===== src/rtl/multibyte_add_ctrl.sv =====
// Byte-serial add/subtract sequencer: one 8-bit adder is reused LSB-first
// across NBYTES slices, with the carry rippling between cycles.
module multibyte_add_ctrl #(
    parameter int NBYTES = 4
) (
    input  logic                  clk,
    input  logic                  rst,
    input  logic                  start,
    input  logic                  sub,
    input  logic [8*NBYTES-1:0]   in1,
    input  logic [8*NBYTES-1:0]   in2,
    input  logic                  cin,
    output logic                  busy,
    output logic                  done,
    output logic [8*NBYTES-1:0]   sum,
    output logic                  count
);

    localparam int IDX_W = (NBYTES > 1) ? $clog2(NBYTES) : 1;
    localparam logic [IDX_W-1:0] LAST_IDX = IDX_W'(NBYTES - 1);

    typedef enum logic [1:0] {
        IDLE = 2'd0,
        RUN  = 2'd1,
        DONE = 2'd2
    } state_t;

    state_t                state_r;
    state_t                next_state_s;
    logic                  accept_s;
    logic                  last_s;
    logic [8*NBYTES-1:0]   a_r;
    logic [8*NBYTES-1:0]   b_r;
    logic                  sub_r;
    logic                  carry_r;
    logic [IDX_W-1:0]      idx_r;
    logic [8*NBYTES-1:0]   sum_r;
    logic                  count_r;
    logic                  busy_r;
    logic                  done_r;
    logic [7:0]            a_byte_s;
    logic [7:0]            b_byte_s;
    logic [7:0]            b_op_s;
    logic [8:0]            add_s;

    // Next-state decode and the shared byte adder.
    always_comb begin
        next_state_s = state_r;
        accept_s     = 1'b0;
        last_s       = (idx_r == LAST_IDX);
        a_byte_s     = a_r[{idx_r, 3'b000} +: 8];
        b_byte_s     = b_r[{idx_r, 3'b000} +: 8];
        // Subtraction is A + ~B + 1; the +1 comes from the carry seeded at accept.
        if (sub_r) begin
            b_op_s = ~b_byte_s;
        end else begin
            b_op_s = b_byte_s;
        end
        add_s = {1'b0, a_byte_s} + {1'b0, b_op_s} + {8'd0, carry_r};
        case (state_r)
            IDLE: begin
                if (start) begin
                    next_state_s = RUN;
                    accept_s     = 1'b1;
                end else begin
                    next_state_s = IDLE;
                end
            end
            RUN: begin
                if (last_s) begin
                    next_state_s = DONE;
                end else begin
                    next_state_s = RUN;
                end
            end
            DONE: begin
                if (start) begin
                    next_state_s = RUN;
                    accept_s     = 1'b1;
                end else begin
                    next_state_s = IDLE;
                end
            end
            default: begin
                next_state_s = IDLE;
            end
        endcase
    end

    // State register.
    always_ff @(posedge clk) begin
        if (rst) begin
            state_r <= IDLE;
        end else begin
            state_r <= next_state_s;
        end
    end

    // Operand capture, per-byte result update and registered status flags.
    always_ff @(posedge clk) begin
        if (rst) begin
            a_r     <= '0;
            b_r     <= '0;
            sub_r   <= 1'b0;
            carry_r <= 1'b0;
            idx_r   <= '0;
            sum_r   <= '0;
            count_r <= 1'b0;
            busy_r  <= 1'b0;
            done_r  <= 1'b0;
        end else begin
            busy_r <= (state_r == RUN);
            done_r <= (state_r == DONE);
            if (accept_s) begin
                a_r     <= in1;
                b_r     <= in2;
                sub_r   <= sub;
                carry_r <= sub ? 1'b1 : cin;
                idx_r   <= '0;
            end else if (state_r == RUN) begin
                sum_r[{idx_r, 3'b000} +: 8] <= add_s[7:0];
                carry_r <= add_s[8];
                if (last_s) begin
                    count_r <= add_s[8];
                    idx_r   <= '0;
                end else begin
                    idx_r   <= idx_r + {{(IDX_W-1){1'b0}}, 1'b1};
                end
            end else begin
                carry_r <= carry_r;
            end
        end
    end

    assign busy  = busy_r;
    assign done  = done_r;
    assign sum   = sum_r;
    assign count = count_r;

endmodule


===== config.mk =====
export PLATFORM = sky130hd
export DESIGN_NAME = multibyte_add_ctrl
export DESIGN_NICKNAME = d
export VERILOG_FILES = /design/src/rtl/multibyte_add_ctrl.sv
export SDC_FILE = /design/constraint.sdc
export NUM_CORES = 1
export LEC_CHECK = 0
export BUFFER_PORTS_ARGS = -buffer_cell sky130_fd_sc_hd__buf_2
export CAP_MARGIN = 20
export CORE_AREA = 2 2 96 108
export DETAILED_ROUTE_END_ITERATION = 8
export DIE_AREA = 0 0 98 110
export GPL_TIMING_DRIVEN = 0
export MAX_ROUTING_LAYER = met4
export PLACE_DENSITY = 0.74
export SLEW_MARGIN = 25
export SYNTH_ARGS = -nofsm -noshare
export SYNTH_HDL_FRONTEND = slang
export SYNTH_SLANG_ARGS = --single-unit

===== constraint.sdc =====
create_clock -name clk -period 2.9 [get_ports clk]
set_clock_uncertainty 0.1 [all_clocks]
set_input_delay 0 -clock clk [delete_from_list [all_inputs] [get_ports clk]]
set_output_delay 0 -clock clk [all_outputs]
set_load 0.05 [all_outputs]

# == Word level (Yosys, flattened, before mapping) ==
# Index checks and enable logic that the tools add are counted.
# W data, S select, Z words.
# classes
div_mod_pow,0
n_lt_le_gt_ge,0
reduce_logical,6
n_addsub,4
n_eq_ne,3
n_shift,4
mux,11
bitwise,2
multipliers,0
# op_table
operator,n
$shiftx A32 B6 Y8,2
$bwmux W32,1
$shift A8 B7 Y32 const A,1
$shiftx A8 B7 Y32,1
$add A8 B8 Y9,1
$add A9 B1 Y9,1
$mux W8,1
$not A8 Y8,1
$neg A5 Y7,1
$mux W1,6
$eq A2 B2 Y1 const B,2
$mux W2,2
$pmux W2 S2,1
$reduce_or A2 Y1,2
$reduce_and A3 Y1,1
$add A2 B1 Y2 const B,1
$eq A2 B1 Y1 const B,1
$logic_not A2 Y1,1
$reduce_and A2 Y1,1
$reduce_bool A2 Y1,1
$not A1 Y1,1
# word_totals
elab_cells,40
n_memories,0
latchBits,0
register_bits,105
mem_bits_rw,0
in_bits,69
output_inout_bits,35
romBits,0

# == Longest topological paths before layout ==
# logic_depth
depth_word,7
depth_mapped,12
ltp_nobuf,10

# == Least setup slack after synthesis ==
# Ideal clock, no wire load.
# synth_path
kind,register to register
from,register idx_r[0]
to,"register sum_r[14], in the netlist sum[14]"
stages_incl_launch_ff,13
n_path_buf,2
path_slack_ns,-0.256
setup_ns,0.128
synth_period_minus_slack_ns,3.156
arrival_ns,2.928
t_required_ns,2.672
cell_sequence,dfxtp_1 buf_4 buf_4 mux4_2 xnor2_1 fa_1 inv_1 fa_1 a21oi_1 o21ai_0 a21oi_1 xor2_1 o21ai_0
# synth_between
elab_chain_cells,7
word_cells_on_any_way,10
cone_classes,3 x add/sub; 4 x shift; 2 x mux; 1 x bitwise
# synth_lines
element,line_no,rtl
"start, declared",36,logic [IDX_W-1:0] idx_r;
"start signal, assigned",127,"idx_r <= idx_r + {{(IDX_W-1){1'b0}}, 1'b1};"
$shiftx A32 B6 Y8,52,"b_byte_s = b_r[{idx_r, 3'b000} +: 8];"
$not A8 Y8,55,b_op_s = ~b_byte_s;
$mux W8,54,if (sub_r) begin
$add A8 B8 Y9,59,"add_s = {1'b0, a_byte_s} + {1'b0, b_op_s} + {8'd0, carry_r};"
$add A9 B1 Y9,59,
$shiftx A8 B7 Y32,121,"sum_r[{idx_r, 3'b000} +: 8] <= add_s[7:0];"
$bwmux W32 *,121,
"end signal, assigned by index",121,
"end, declared",37,logic [8*NBYTES-1:0] sum_r;
# Mark *: on every way between the ends. The rest lies on a longest branch, timed or not.
# A chain may end at the register's enable or synchronous reset.

# == Worst setup path after layout ==
# layout_path
from,register idx_r[0]
to,"register sum_r[22], in the netlist sum[22]"
# The elaborated chain is that of the path after synthesis.

==> run summary <==
RSZ-0062 raised after global routing - true
number of H-tree levels - 3
CTS tree - yes
Layout Nets - 787
cell area after placement - 0.00525 mm^2
via count - 4418
WP data required - 3070 ps
PwrDens - 490 mW/mm^2
Startpoint Class - flop
Die H - 110 um
Skew-Pair Late Insertion Delay - 380 ps
Register-to-Register Path Depth - 12
die area - 0.0108 mm^2
DRC Markers - 0
share of layout cells above drive strength 1 - 27.0%
Cell Rows - 38
largest net degree at the start of global routing - 20
LEAKAGE - 2.68 nW
DR iter-0 viols - 182
most area-consuming cells after synthesis - dfxtp_1 46%, nand2_1 11%, a21oi_1 8.1%, mux4_2 7.9%, ha_1 3.6%
# fillers - 758
commonest cells after routing, fill and taps aside - 135 x nand2_1, 107 x buf_2, 103 x dfxtp_1, 72 x a21oi_1, 67 x dlygate4sd3_1
top cell type's share of synthesized area - 46.1%
vias in the first global route - 4366
Synthesis Warnings - 0
WP data arrival - 3050 ps
CP Class - reg2reg
Die X - 98 um
drt total wl - 13.1 mm
Slew HR - 54.8%
FMAX - 347 MHz
Hold Path End - b_r[18]
#FFs+latches synth - 105
number of clock buffers inserted by TritonCTS - 9
# IOs - 104
Placeable Area - 0.00965 mm^2
Root Driver - clkbuf_8
clk sinks - 105
area grow syn2layout - 39.7%
hold depth - 5
Final Hold Viols - 0
initial antenna violation count - 0
VDD IR max - 0.316 mV
run status - finished, final reports clean
worst slew pin tran - 678 ps
Total Power - 3.12 mW
gpl congestion - 0.833
Max-cap violations - 0
global route total overflow - 0
Initial DRT Pass Iterations - 5
post-place setup slack - -472 ps
Detail Route Antenna Nets - 0
CP max FO - 4
Hold WC Path Type - in2reg
Slew Limit Fails - 0
reg2reg start - idx_r[0]
flop-to-flop setup slack - 20 ps
synth unique cells - 39
Initial Util - 47.2%
Critical R2R Capture - sum[22]
HPWL Detailed - 8.72 mm
buffer depth of the longest clock path - 2
# setup viols final - 0
fin crit share - 99.4%
endpoint type of the worst setup path - flop
CP Launch Point - idx_r[0]
sequential cell area fraction in the yosys report - 46.1%
area leader, netlist - dfxtp_1
Mapped Nets - 592
commonest non-fill, non-tap cell in the layout - nand2_1
Tmin final - 2880 ps
Worst Min Path Start - start
post-DR vias/cell - 5.34
post-synthesis cell count - 508
Avg Inst Size Synth - 8.97 um^2
setup TNS - 0 ps
Antenna diodes - 0
post-route design area - 0.00636 mm^2
fin worst setup slack - 16.4 ps
first-pass GRT wire length - 20.7 mm
clock slew at reported path FFs - 110 ps
Post-Syn Area - 0.00456 mm^2
GRT Overall Usage - 24.9%
port bufs - 102
WL/cell - 15.9 um
[synth_stat cells, drive strengths merged]
library cell / n
xor2: 11
dfxtp: 105
fa: 2
o21bai: 1
nor2: 26
o21a: 3
o21ai: 14
nor4: 3
nor2b: 2
inv: 8
nor3b: 1
o22a: 1
o211a: 1
mux4: 16
nand2b: 7
a32oi: 4
ha: 13
and2: 2
clkbuf: 21
nand3: 2
and2b: 1
a21oi: 74
nor3: 2
xnor2: 1
o22ai: 1
o31ai: 1
a22oi: 16
buf: 12
nor4b: 1
a211oi: 3
nand3b: 12
nand2: 139
or3: 2
[layout make-up]
cell class                 instances  area [um^2]  area share (%)
tap                              120          150            2.36
multi-input combinational        362         2410            37.9
inverter                           8         30.0           0.472
buffer                            32          158            2.48
clock buffer                       9          124            1.95
sequential                       105         2110            33.1
clock inverter                     7         65.1            1.02
timing repair buffer             185         1320            20.7
[logic make-up (layout without fill, tap and decap cells)]
group / after synthesis / in the layout / synth area share (%)
AO/OA/AOI/OAI: 119 / 119 / 14.9
XOR/XNOR: 12 / 12 / 2.31
adder cells (fa/ha/maj): 15 / 15 / 4.45
buffers and inverters: 41 / 241 / 3.87
flip-flops: 105 / 105 / 46.1
multiplexers: 16 / 16 / 7.91
AND/OR/NAND/NOR: 200 / 200 / 20.4
[state kept, by name, indices dropped and copies added, names as in the netlist]
name,count
count,1
done,1
sub_r,1
sum,32
carry_r,1
state_r,2
idx_r,2
busy,1
b_r,32
a_r,32
[per-stage QoR]
step / utilization, % / std cells / hold WS [ps]
finish: 65.9 / 828 / 167
global route: 65.9 / 828 / 191
CTS: 64.7 / 823 / 161
detailed placement: 54.4 / 730 / 145
global placement: 54.4 / 730 / 142
floorplan: - / 508 / 36.0
[how the worst max path moves through the flow]
stage               endpoint  slack, ps  cells after the start
finish               sum[22]         20                     12
global route         sum[30]       -100                     12
CTS                   sum[4]         -6                     12
detailed placement   sum[14]       -470                     12
global placement     sum[14]       -430                     12
floorplan            sum[14]         50                     12
[critical path, cell delays in order, from the launching register on]
cell and delay, ps:
dfxtp_4 400, buf_12 120, mux4_2 540, xnor2_2 200, fa_2 250, inv_2 40
fa_2 360, a21oi_4 160, o21ai_2 80, a21oi_2 150, xor2_1 160, buf_4 150
o21ai_0 80
[timing repair]
action,CTS,global route
pin swaps,10,16
buffers inserted,10,6
endpoints found under the hold margin,67,0
endpoints found under the setup margin,30,26
hold buffers,67,0
gates resized for setup,14,25
[report_power, final]
part	switching [mW]	internal, mW	total, mW
sequential	0.0385	1.51	1.55
combinational	0.381	0.312	0.694
clock	0.546	0.331	0.877
[layer usage]
metal	track usage (%)	part of all wire, %
met1	28.9	40
met2	45.2	52
met3	3.53	5.8
met4	7.54	1.5
met5	-	0
(Power assumes the default switching activity.)
